**config.mk**
```make
export PLATFORM = sky130hd
export DESIGN_NAME = dmem_arbiter
export DESIGN_NICKNAME = d
export VERILOG_FILES = /design/src/rtl/dmem_arb_pkg.sv /design/src/rtl/rr_arb2.sv /design/src/rtl/dmem_arbiter.sv
export SDC_FILE = /design/constraint.sdc
export NUM_CORES = 1
export LEC_CHECK = 0
export CAP_MARGIN = 25
export CELL_PAD_IN_SITES_DETAIL_PLACEMENT = 1
export CELL_PAD_IN_SITES_GLOBAL_PLACEMENT = 1
export CORE_ASPECT_RATIO = 1.1
export CORE_UTILIZATION = 20
export DETAILED_ROUTE_END_ITERATION = 6
export PLACE_DENSITY_LB_ADDON = 0.08
export SYNTH_ARGS = -nofsm -noshare
export SYNTH_HDL_FRONTEND = slang
export SYNTH_HIERARCHICAL = 1
export SYNTH_SLANG_ARGS = --single-unit
```
**constraint.sdc**
```tcl
create_clock -name clk -period 2.8 [get_ports clk]
set_input_delay 0.56 -clock clk [delete_from_list [all_inputs] [get_ports clk]]
set_output_delay 0.56 -clock clk [all_outputs]
set_load 0.1 [all_outputs]
```
**src/rtl/dmem_arb_pkg.sv**
```systemverilog
// Shared types and constants for the two-port data-memory arbiter.
package dmem_arb_pkg;

  typedef enum logic [1:0] {
    ARB  = 2'd0,
    OWN0 = 2'd1,
    OWN1 = 2'd2
  } arb_state_e;

  localparam int unsigned P_CPU         = 0;
  localparam int unsigned P_DBG         = 1;
  localparam int unsigned MEM_WORDS_DEF = 64;

endpackage

```
**src/rtl/rr_arb2.sv**
```systemverilog
// Two-way round-robin picker: masked requests, ptr breaks ties, one-hot grant.
module rr_arb2 (
  input  logic [1:0] valid,
  input  logic       ptr,
  input  logic [1:0] mask,
  output logic [1:0] grant
);

  logic [1:0] req;

  always_comb begin
    req   = valid & mask;
    grant = '0;
    if (req == 2'b11) begin
      grant[ptr] = 1'b1;
    end else begin
      grant = req;
    end
  end

endmodule

```
**src/rtl/dmem_arbiter.sv**
```systemverilog
// Shares the single-port data memory between CPU (port 0) and loader/debug (port 1).
// Optional ownership locking is compiled in with DMEM_ARB_LOCK_EN.
module dmem_arbiter
  import dmem_arb_pkg::*;
#(
  parameter int unsigned MEM_WORDS = MEM_WORDS_DEF,
  parameter int unsigned MAX_LOCK  = 8
) (
  input  logic        clk,
  input  logic        reset,
  input  logic        req0_valid,
  output logic        req0_ready,
  input  logic        req0_we,
  input  logic        req0_lock,
  input  logic [31:0] req0_addr,
  input  logic [31:0] req0_wdata,
  input  logic        req1_valid,
  output logic        req1_ready,
  input  logic        req1_we,
  input  logic        req1_lock,
  input  logic [31:0] req1_addr,
  input  logic [31:0] req1_wdata,
  output logic        rsp0_valid,
  output logic [31:0] rsp0_rdata,
  output logic        rsp0_err,
  output logic        rsp1_valid,
  output logic [31:0] rsp1_rdata,
  output logic        rsp1_err,
  output logic        mem_we,
  output logic [31:0] mem_a,
  output logic [31:0] mem_wd,
  input  logic [31:0] mem_rd
);

  logic [1:0]  valid, mask, grant;
  logic        ptr, granted, sel;
  logic        err0, err1, sel_we, sel_err;
  logic [31:0] sel_addr, sel_wd;
  arb_state_e  state;

  function automatic logic addr_bad(input logic [31:0] a);
    return (a[1:0] != 2'b00) || ({2'b00, a[31:2]} >= MEM_WORDS);
  endfunction

  assign err0  = addr_bad(req0_addr);
  assign err1  = addr_bad(req1_addr);
  // Gating valids with reset keeps ready and mem_we low in reset cycles.
  assign valid = reset ? 2'b00 : {req1_valid, req0_valid};

  always_comb begin
    mask = 2'b11;
    case (state)
      OWN0:    mask = 2'b01;
      OWN1:    mask = 2'b10;
      default: mask = 2'b11;
    endcase
  end

  rr_arb2 u_rr (
    .valid (valid),
    .ptr   (ptr),
    .mask  (mask),
    .grant (grant)
  );

  assign req0_ready = grant[P_CPU];
  assign req1_ready = grant[P_DBG];
  assign granted    = |grant;
  assign sel        = grant[P_DBG];

  assign sel_we   = sel ? req1_we    : req0_we;
  assign sel_err  = sel ? err1       : err0;
  assign sel_addr = sel ? req1_addr  : req0_addr;
  assign sel_wd   = sel ? req1_wdata : req0_wdata;

  assign mem_we = granted & sel_we & ~sel_err;
  assign mem_a  = granted ? sel_addr : '0;
  assign mem_wd = granted ? sel_wd   : '0;

  always_ff @(posedge clk) begin
    if (reset) begin
      rsp0_valid <= 1'b0;
      rsp0_err   <= 1'b0;
      rsp0_rdata <= '0;
      rsp1_valid <= 1'b0;
      rsp1_err   <= 1'b0;
      rsp1_rdata <= '0;
    end else begin
      rsp0_valid <= grant[P_CPU];
      rsp0_err   <= grant[P_CPU] & err0;
      rsp0_rdata <= (grant[P_CPU] && !req0_we && !err0) ? mem_rd : '0;
      rsp1_valid <= grant[P_DBG];
      rsp1_err   <= grant[P_DBG] & err1;
      rsp1_rdata <= (grant[P_DBG] && !req1_we && !err1) ? mem_rd : '0;
    end
  end

  // After any grant the other port gets priority; the lock-expiry hand-off is the same rule.
  always_ff @(posedge clk) begin
    if (reset) begin
      ptr <= 1'b0;
    end else if (granted) begin
      ptr <= grant[P_CPU];
    end
  end

`ifdef DMEM_ARB_LOCK_EN
  localparam int unsigned LW = $clog2(MAX_LOCK + 1);

  arb_state_e  state_nx;
  logic [LW-1:0] lcnt, lcnt_nx;
  logic        sel_lock;

  assign sel_lock = sel ? req1_lock : req0_lock;

  always_ff @(posedge clk) begin
    if (reset) begin
      state <= ARB;
      lcnt  <= '0;
    end else begin
      state <= state_nx;
      lcnt  <= lcnt_nx;
    end
  end

  always_comb begin
    state_nx = state;
    lcnt_nx  = lcnt;
    if (granted) begin
      case (state)
        ARB: begin
          if (sel_lock && MAX_LOCK > 1) begin
            state_nx = sel ? OWN1 : OWN0;
            lcnt_nx  = LW'(1);
          end
        end
        default: begin
          if (!sel_lock || (32'(lcnt) + 32'd1 >= MAX_LOCK)) begin
            state_nx = ARB;
            lcnt_nx  = '0;
          end else begin
            lcnt_nx = lcnt + LW'(1);
          end
        end
      endcase
    end
  end
`else
  logic unused_lock;

  assign state       = ARB;
  assign unused_lock = ^{req0_lock, req1_lock, MAX_LOCK[0]};
`endif

endmodule
```
### After elaboration in Yosys (flattened, before gate mapping)

Cells that the tools add are included.

| word-level totals | value |
|---|---|
| flip-flop bits (word level) | 69 |
| input port bits | 168 |
| output and inout bits | 135 |

| operators by class | value |
|---|---|
| magnitude comparators | 4 |
| equality and inequality tests | 1 |
| muxes and demuxes | 10 |
| bitwise gates (word level) | 7 |
| reduce and logical (&&, ||, !) cells | 16 |

Operators by type and width:

| cell | number |
|---|---|
| $mux W32 | 4 |
| $ge A30 B7 Y1 const B | 2 |
| $reduce_or A2 Y1 | 3 |
| $logic_and A1 B1 Y1 | 5 |
| $and A1 B1 Y1 | 4 |
| $logic_not A1 Y1 | 4 |
| $mux W2 | 2 |
| $reduce_bool A2 Y1 | 2 |
| $mux W1 | 3 |
| $not A1 Y1 | 3 |
| $eq A2 B2 Y1 const B | 1 |
| $logic_or A1 B1 Y1 | 2 |
| $lt A1 B2 Y1 const B | 1 |
| $demux W1 S1 | 1 |
| $ge A1 B1 Y1 const B | 1 |

### Longest topological paths before layout

Gate-level depths: netlist of the first run.

| depth | value |
|---|---|
| depth in word-level cells | 9 |
| depth in mapped cells | 7 |

### Hierarchy

Netlist of the first run, hierarchy kept.

By module, submodules not included:

| module | times used | cells an instance | area an instance (sq um) |
|---|---|---|---|
| dmem_arbiter | 1 | 271 | 2955.3 |
| rr_arb2 | 1 | 3 | 20.0 |

### Worst setup path before layout of the first run

Ideal clock, no wire load.

| timing path | value |
|---|---|
| path kind | input -> output |
| start | input port req0_valid |
| end | output port mem_wd[24] |
| data arrival time | 4.648 ns |
| path slack | -2.408 ns |
| cell stages on the path | 5 |
| buffers on the path | 0 |
| cell sequence | nor2b_1 nand2_1 a31oi_1 nand2_1 o21ai_0 |

| between the ends | value |
|---|---|
| word-level cells in the longest chain between the ends | 5 |
| elaborated cells between the ends (all ways) | 6 |
| those cells by class | eq/ne (1); mux (4); reduce/logical (1) |

Ends and longest elaborated chain:

| what | line | RTL |
|---|---|---|
| start: declaration | dmem_arbiter.sv:11 | `input logic req0_valid,` |
| $mux W2 * | dmem_arbiter.sv:48 | `assign valid = reset ? 2'b00 : {req1_valid, req0_valid};` |
| $eq A2 B2 Y1 | rr_arb2.sv:14 | `if (req == 2'b11) begin` |
| $mux W2 * | rr_arb2.sv:14 |  |
| net req0_ready | dmem_arbiter.sv:12 | `output logic req0_ready,` |
| $reduce_or A2 Y1 * | dmem_arbiter.sv:68 | `assign granted = \|grant;` |
| $mux W32 * | dmem_arbiter.sv:78 | `assign mem_wd = granted ? sel_wd : '0;` |
| end: declaration | dmem_arbiter.sv:31 | `output logic [31:0] mem_wd,` |

Mark *: on every way through the listed nets, which the timed path passes. The rest lies on a longest branch.

### Final worst setup path of the first run

| timing path | value |
|---|---|
| start | input port req0_addr[30] |
| end | output port mem_we |

| between the ends | value |
|---|---|
| word-level cells in the longest chain between the ends | 5 |

Ends and longest elaborated chain:

| what | line | RTL |
|---|---|---|
| start: declaration | dmem_arbiter.sv:15 | `input logic [31:0] req0_addr,` |
| $ge A30 B7 Y1 | dmem_arbiter.sv:42 | `return (a[1:0] != 2'b00) \|\| ({2'b00, a[31:2]} >= MEM_WORDS);` |
| $logic_or A1 B1 Y1 | dmem_arbiter.sv:42 |  |
| $mux W1 | dmem_arbiter.sv:72 | `assign sel_err = sel ? err1 : err0;` |
| $not A1 Y1 | dmem_arbiter.sv:76 | `assign mem_we = granted & sel_we & ~sel_err;` |
| $and A1 B1 Y1 | dmem_arbiter.sv:76 |  |
| end: declaration | dmem_arbiter.sv:29 | `output logic mem_we,` |

Every way passes these cells.

==> flow_summary.yaml, run 1 <==
status:
  outcome: "complete, no violations"
detailed_routing:
  vias: 3836
  top_layer: "met4"
  via_per_inst: 4.78
  wl_met1_microns: 5850
  drc: 0
  antenna_left: 0
  wl_met3_microns: 1580
  drt-initial-drc-count: 162
  first_pass_iters: 4
  wl_per_cell_microns: 21.1
  dr_wl_met2_microns: 9260
  wl_microns: 16900
place:
  placed_area_sq_um: 7250
  dpl.hpwl_microns: 13200
  dp_cells: 771
  gp_congestion: 0.745
  portBuffers: 300
global_route:
  overflow: 0
  grt_pass1_wl_microns: 24900
  first_global_vias: 4231
  grtUsageTotal: 0.216
  antenna_found_initial: 1
  grt_max_degree: 35
critical_path:
  cpLargestDelayFamily: "buffers and inverters"
  cp_max_fo: 2
  start_kind: "primary input"
  worstPathRequired_ns: 2.24
  path_class: "in -> out"
  cp_cell_sequence: "clkdlybuf4s50_1 > nor4_1 > nand4_1 > a21oi_1 > a41o_2 > buf_12"
  crit_buf_inv: 2
  end_kind: "primary output"
  cpPeakStageDelay_ns: 0.45
  crit_path_top_delay_cell: "clkdlybuf4s50_1"
  worstPathArrival_ns: 2.20
die:
  chipHeight_microns: 130
  rows: 46
  core_area_sq_um: 14400
  dieArea_sq_um: 15400
  num_io_pins: 303
  die_width_microns: 118
  start_util: 0.206
clock_network:
  h-tree-depth: 3
  path_clk_slew_ns: 0.05
  clockRootBuffer: "clkbuf_16"
  clkLatencyLatePin_ns: 0.32
  cts-buffers-inserted: 9
  clkSinkCount: 69
  holdBufCountCts: 0
  cts_tree: "built"
  clockBufferDepth: 2
timing:
  rsz0062_at_grt: "true"
  slew_violations: 0
  finalHoldViolations: 0
  max_freq_mhz: 363
  min_period_ns: 2.76
  finalCritPeriodShare: 0.984
  setup_viol: 0
  finalClockSkew_ns: 0.00232
  fin_tns_setup_ns: 0
synth:
  yosysTopAreaCell: "dfxtp_1"
  synth.ff_latch_count: 69
  synth_warnings: 6
  synth_flop_cell: "dfxtp_1"
  syn_avg_cell_area_sq_um: 10.9
  synth-edff-count: 0
  synthTopCellsByCount: "69 x dfxtp_1, 64 x and4b_1, 63 x a22o_1"
  yosysUniqueCellTypes: 25
  synthCells: 274
  synth_top_area_share: 0.464
  synth.most_common_cell: "dfxtp_1"
  yosysSeqAreaShare: 0.464
  synth_area_leaders: "dfxtp_1 46%, and4b_1 22%, a22o_1 19%"
  synthesis.area_sq_um: 2980
  synth_async_sr_flop_share: 0
power_and_ir_drop:
  power_density_nw_per_um2: 398
  p_leak_nw: 3.56
  peakVddDrop_mv: 0.242
final_layout:
  areaGrowthSynthToFinish_pct: 167
  nFillCells: 1487
  final_nets: 772
  fin_area_sq_um: 7960
  fin_cells: 802
  drive_above_1_share: 0.458
min_path:
  hold_path.class: "reg -> reg"
job:
  maxCapViolations: 0
## placed cells by master, fill, tap and decap left out, types with 2 or more instances in the layout
| cell | count |
|---|---|
| a21oi_1 | 2 |
| a22o_2 | 25 |
| a22o_4 | 38 |
| and4b_1 | 64 |
| buf_12 | 74 |
| buf_16 | 2 |
| buf_4 | 102 |
| buf_6 | 4 |
| bufbuf_16 | 2 |
| clkbuf_1 | 3 |
| clkbuf_16 | 9 |
| clkdlybuf4s50_1 | 157 |
| clkinvlp_4 | 2 |
| conb_1 | 3 |
| dfxtp_1 | 69 |
| dlygate4sd2_1 | 4 |
| dlymetal6s2s_1 | 3 |
| nand2_1 | 4 |
| nand4_1 | 2 |
| nor2_1 | 3 |
| nor2b_1 | 2 |
| nor2b_4 | 2 |
| nor4_1 | 9 |
| nor4_2 | 3 |
| nor4_4 | 2 |
## sequential cells by signal, indices dropped and copies added, names as in the netlist
name,flops
rsp1_valid,1
rsp0_valid,1
rsp1_err,1
ptr,1
rsp0_rdata,32
rsp0_err,1
rsp1_rdata,32
## power breakdown
part	switching [W]	leakage [nW]	total, W	internal, W
clock	0.000397	0.136	0.00111	0.000714
combinational	0.000563	2.87	0.00107	0.000509
sequential	0.00000147	0.556	0.000986	0.000985
## routing by layer
metal | vias to the layer above | global-route usage
met3 | 15 | 0.0848
li1 | 1773 | -
met4 | 0 | 0.0611
met1 | 1857 | 0.214
met2 | 191 | 0.416
met5 | - | 0
## worst min-delay path: cells and delay by family, from the launching register on
family / cells / cell delay (ns)
and+or+nand+nor: 1 / 0.05
AOI/OAI and AO/OA: 1 / 0.14
DFF: 1 / 0.35
## path summary, 6_finish.rpt
check / startpoint / to / cells after the start / slack [ns]
setup / recovery: req0_addr[30] / mem_we / 6 / 0.04
hold / removal: ptr / ptr / 2 / 0.58
setup reg to reg: ptr / rsp1_rdata[27] / 6 / 1.30
hold reg to reg: ptr / ptr / 2 / 0.58
## through the flow
step | util | total power [W] | setup slack (ns) | hold WS [ns]
2_1_floorplan | - | 0.00149 | -0.182 | 0.540
3_3_place_gp | 0.502 | 0.00202 | -0.243 | 0.557
3_5_place_dp | 0.502 | 0.00203 | -0.334 | 0.574
4_1_cts | 0.546 | 0.00319 | -0.0329 | 0.584
5_1_grt | 0.551 | 0.00327 | -0.0694 | 0.616
6_report | 0.551 | 0.00317 | 0.0436 | 0.582
## area by class of cell
cell class / instances / area, sq um / area share
diodes: 1 / 2.50 / 0.000314
clock buffers: 13 / 250 / 0.0314
well taps: 192 / 240 / 0.0302
inverters: 1 / 3.75 / 0.000472
flip-flops and latches: 69 / 1380 / 0.174
multi-input cells: 174 / 1970 / 0.248
clock inverters: 3 / 45.0 / 0.00566
repair buffers: 349 / 4060 / 0.510
## kinds of logic (layout without fill, tap and decap cells)
kind of cell,Yosys count,after routing,synth area share
AND/OR/NAND/NOR,100,100,0.285
flip-flops,69,69,0.464
buffers and inverters,33,366,0.0429
other,1,4,0.00126
AO/OA/AOI/OAI,71,71,0.206
## what timing repair did
item,4_1_cts,5_1_grt
resized for setup,37,11
endpoints found under the setup margin,65,38
pin swaps,7,1
setup buffers,8,2
gates cloned,4,0
Note: power is estimated with default switching activity, not from simulation.
==> run 2, diff against run 1 <==
--- a/config.mk
+++ b/config.mk
@@ -10,8 +10,10 @@
 export CELL_PAD_IN_SITES_GLOBAL_PLACEMENT = 1
 export CORE_ASPECT_RATIO = 1.1
 export CORE_UTILIZATION = 20
+export CTS_BUF_LIST = sky130_fd_sc_hd__clkbuf_8
 export DETAILED_ROUTE_END_ITERATION = 6
 export PLACE_DENSITY_LB_ADDON = 0.08
+export SKIP_LAST_GASP = 1
 export SYNTH_ARGS = -nofsm -noshare
 export SYNTH_HDL_FRONTEND = slang
 export SYNTH_HIERARCHICAL = 1
==> run 2 against run 1 <==
  * Worst setup slack lost 0.0093 ns
  * Clock power shrank 30%
  * Global-route usage shrank 0.12 points
  * Non-clock buffer count is the same
  * Critical path type unchanged
  * Highest routed layer unchanged
==> flow_summary.yaml, run 2 (same netlist as run 1, synthesis figures left out) <==
timing:
  min_period_ns: 2.77
  finalClockSkew_ns: 0.00268
  fin_tns_setup_ns: 0
  max_freq_mhz: 362
  slew_violations: 0
  setup_viol: 0
  finalCritPeriodShare: 0.988
  rsz0062_at_grt: "true"
  finalHoldViolations: 0
detailed_routing:
  vias: 3833
  wl_per_cell_microns: 21.0
  first_pass_iters: 4
  antenna_left: 0
  drc: 0
  wl_microns: 16800
  via_per_inst: 4.78
  drt-initial-drc-count: 155
die:
  die_width_microns: 118
  rows: 46
  start_util: 0.206
  num_io_pins: 303
  core_area_sq_um: 14400
  chipHeight_microns: 130
  dieArea_sq_um: 15400
min_path:
  hold_path.class: "in -> reg"
critical_path:
  cp_cell_sequence: "clkdlybuf4s50_1 > nor4_2 > nand4_1 > a2111oi_4 > a41o_2 > buf_12"
  worstPathRequired_ns: 2.24
  cpPeakStageDelay_ns: 0.45
  end_kind: "primary output"
  path_class: "in -> out"
  start_kind: "primary input"
  worstPathArrival_ns: 2.21
  cp_max_fo: 2
  crit_path_top_delay_cell: "clkdlybuf4s50_1"
final_layout:
  final_util: 0.545
  layout_commonest_cell: "clkdlybuf4s50_1"
  fin_cells: 802
  reg.largest.list: "rsp0_rdata x32, rsp1_rdata x32"
  drive_above_1_share: 0.460
  layout_common_cells: "154 x clkdlybuf4s50_1, 102 x buf_4, 74 x buf_12"
  areaGrowthSynthToFinish_pct: 165
  nFillCells: 1487
  final_nets: 772
power_and_ir_drop:
  p_clk_frac: 0.275
  internal-power_w: 0.00192
  pwr-share-comb: 0.378
  p_leak_nw: 3.57
  switchingPower_w: 0.000919
  seq_power_share: 0.347
  power_density_nw_per_um2: 360
  peakVddDrop_mv: 0.174
  p_sw_frac: 0.324
clock_network:
  clkLatencyLatePin_ns: 0.33
  holdBufCountCts: 0
  cts-buffers-inserted: 9
  clockRootBuffer: "clkbuf_8"
  path_clk_slew_ns: 0.07
  cts_tree: "built"
  h-tree-depth: 3
  clockBufferDepth: 2
  clkSinkCount: 69
global_route:
  first_global_vias: 4251
  antenna_found_initial: 1
  grt_max_degree: 35
  grtUsageTotal: 0.214
  grt_pass1_wl_microns: 24700
  overflow: 0
place:
  dp_cells: 771
  gp_congestion: 0.745
  portBuffers: 300
  dpl.hpwl_microns: 13200
status:
  outcome: "complete, no violations"
job:
  maxCapViolations: 0
==> run 2: changes by cell type in the layout (fill, tap and decap cells not counted), sizes merged <==
cell | previous run | this run
clkbuf | 14 | 11
dlygate4sd2 | 4 | 2
clkdlybuf4s50 | 157 | 154
dlymetal6s2s | 3 | 8
inv | 1 | 4
==> run 2: routing by layer <==
| metal | global-route usage | part of all wire |
|---|---|---|
| met1 | 0.214 | 0.35 |
| met2 | 0.414 | 0.55 |
| met3 | 0.0835 | 0.091 |
| met4 | 0.0603 | 0.013 |
| met5 | 0 | 0 |
==> run 2: path summary, 6_finish.rpt <==
check,depth (start not counted),slack (ns),startpoint,endpoint
worst min-delay path,3,0.58,reset,ptr
worst min register to register,2,0.59,ptr,ptr
worst max-delay path,6,0.03,req1_addr[28],mem_we
worst max register to register,6,1.30,ptr,rsp1_rdata[27]
==> run 2: final cells by class <==
type / count / area (sq um) / area share
clock inverters: 6 / 56.3 / 0.00715
repair buffers: 349 / 4080 / 0.518
diodes: 1 / 2.50 / 0.000318
clock buffers: 10 / 138 / 0.0175
inverters: 1 / 3.75 / 0.000477
multi-input cells: 174 / 1970 / 0.251
flip-flops and latches: 69 / 1380 / 0.176
well taps: 192 / 240 / 0.0305
==> run 2: metrics by stage <==
stage	cell area [sq um]	total power (W)	hold WS [ns]	setup WS [ns]
3_3_place_gp	7250	0.00202	0.557	-0.243
3_5_place_dp	7250	0.00203	0.574	-0.334
2_1_floorplan	3280	0.00149	0.540	-0.182
6_report	7870	0.00284	0.583	0.0343
4_1_cts	7780	0.00286	0.586	-0.0905
5_1_grt	7870	0.00294	0.593	-0.0762
==> run 2: what timing repair did <==
| item | CTS | global route |
|---|---|---|
| gates resized for setup | 33 | 18 |
| gates cloned | 4 | 0 |
| endpoints found under the setup margin | 65 | 38 |
| pin swaps | 5 | 6 |
| setup buffers | 8 | 2 |
==> run 2: critical path: cells and delay by family <==
family,cells,cell delay (ns)
AO/OA/AOI/OAI,2,0.49
AND/OR/NAND/NOR,2,0.51
buffers and inverters,2,0.63
==> run 2: power by group through the flow <==
stage / sequential (W) / combinational (W) / clock (W)
after global routing: 0.000984 / 0.00111 / 0.000843
after CTS: 0.000984 / 0.00107 / 0.000802
after floorplan: 0.00102 / 0.000473 / 0
final: 0.000985 / 0.00107 / 0.000781
after detailed placement: 0.00101 / 0.00102 / 0
after global placement: 0.00101 / 0.00101 / 0
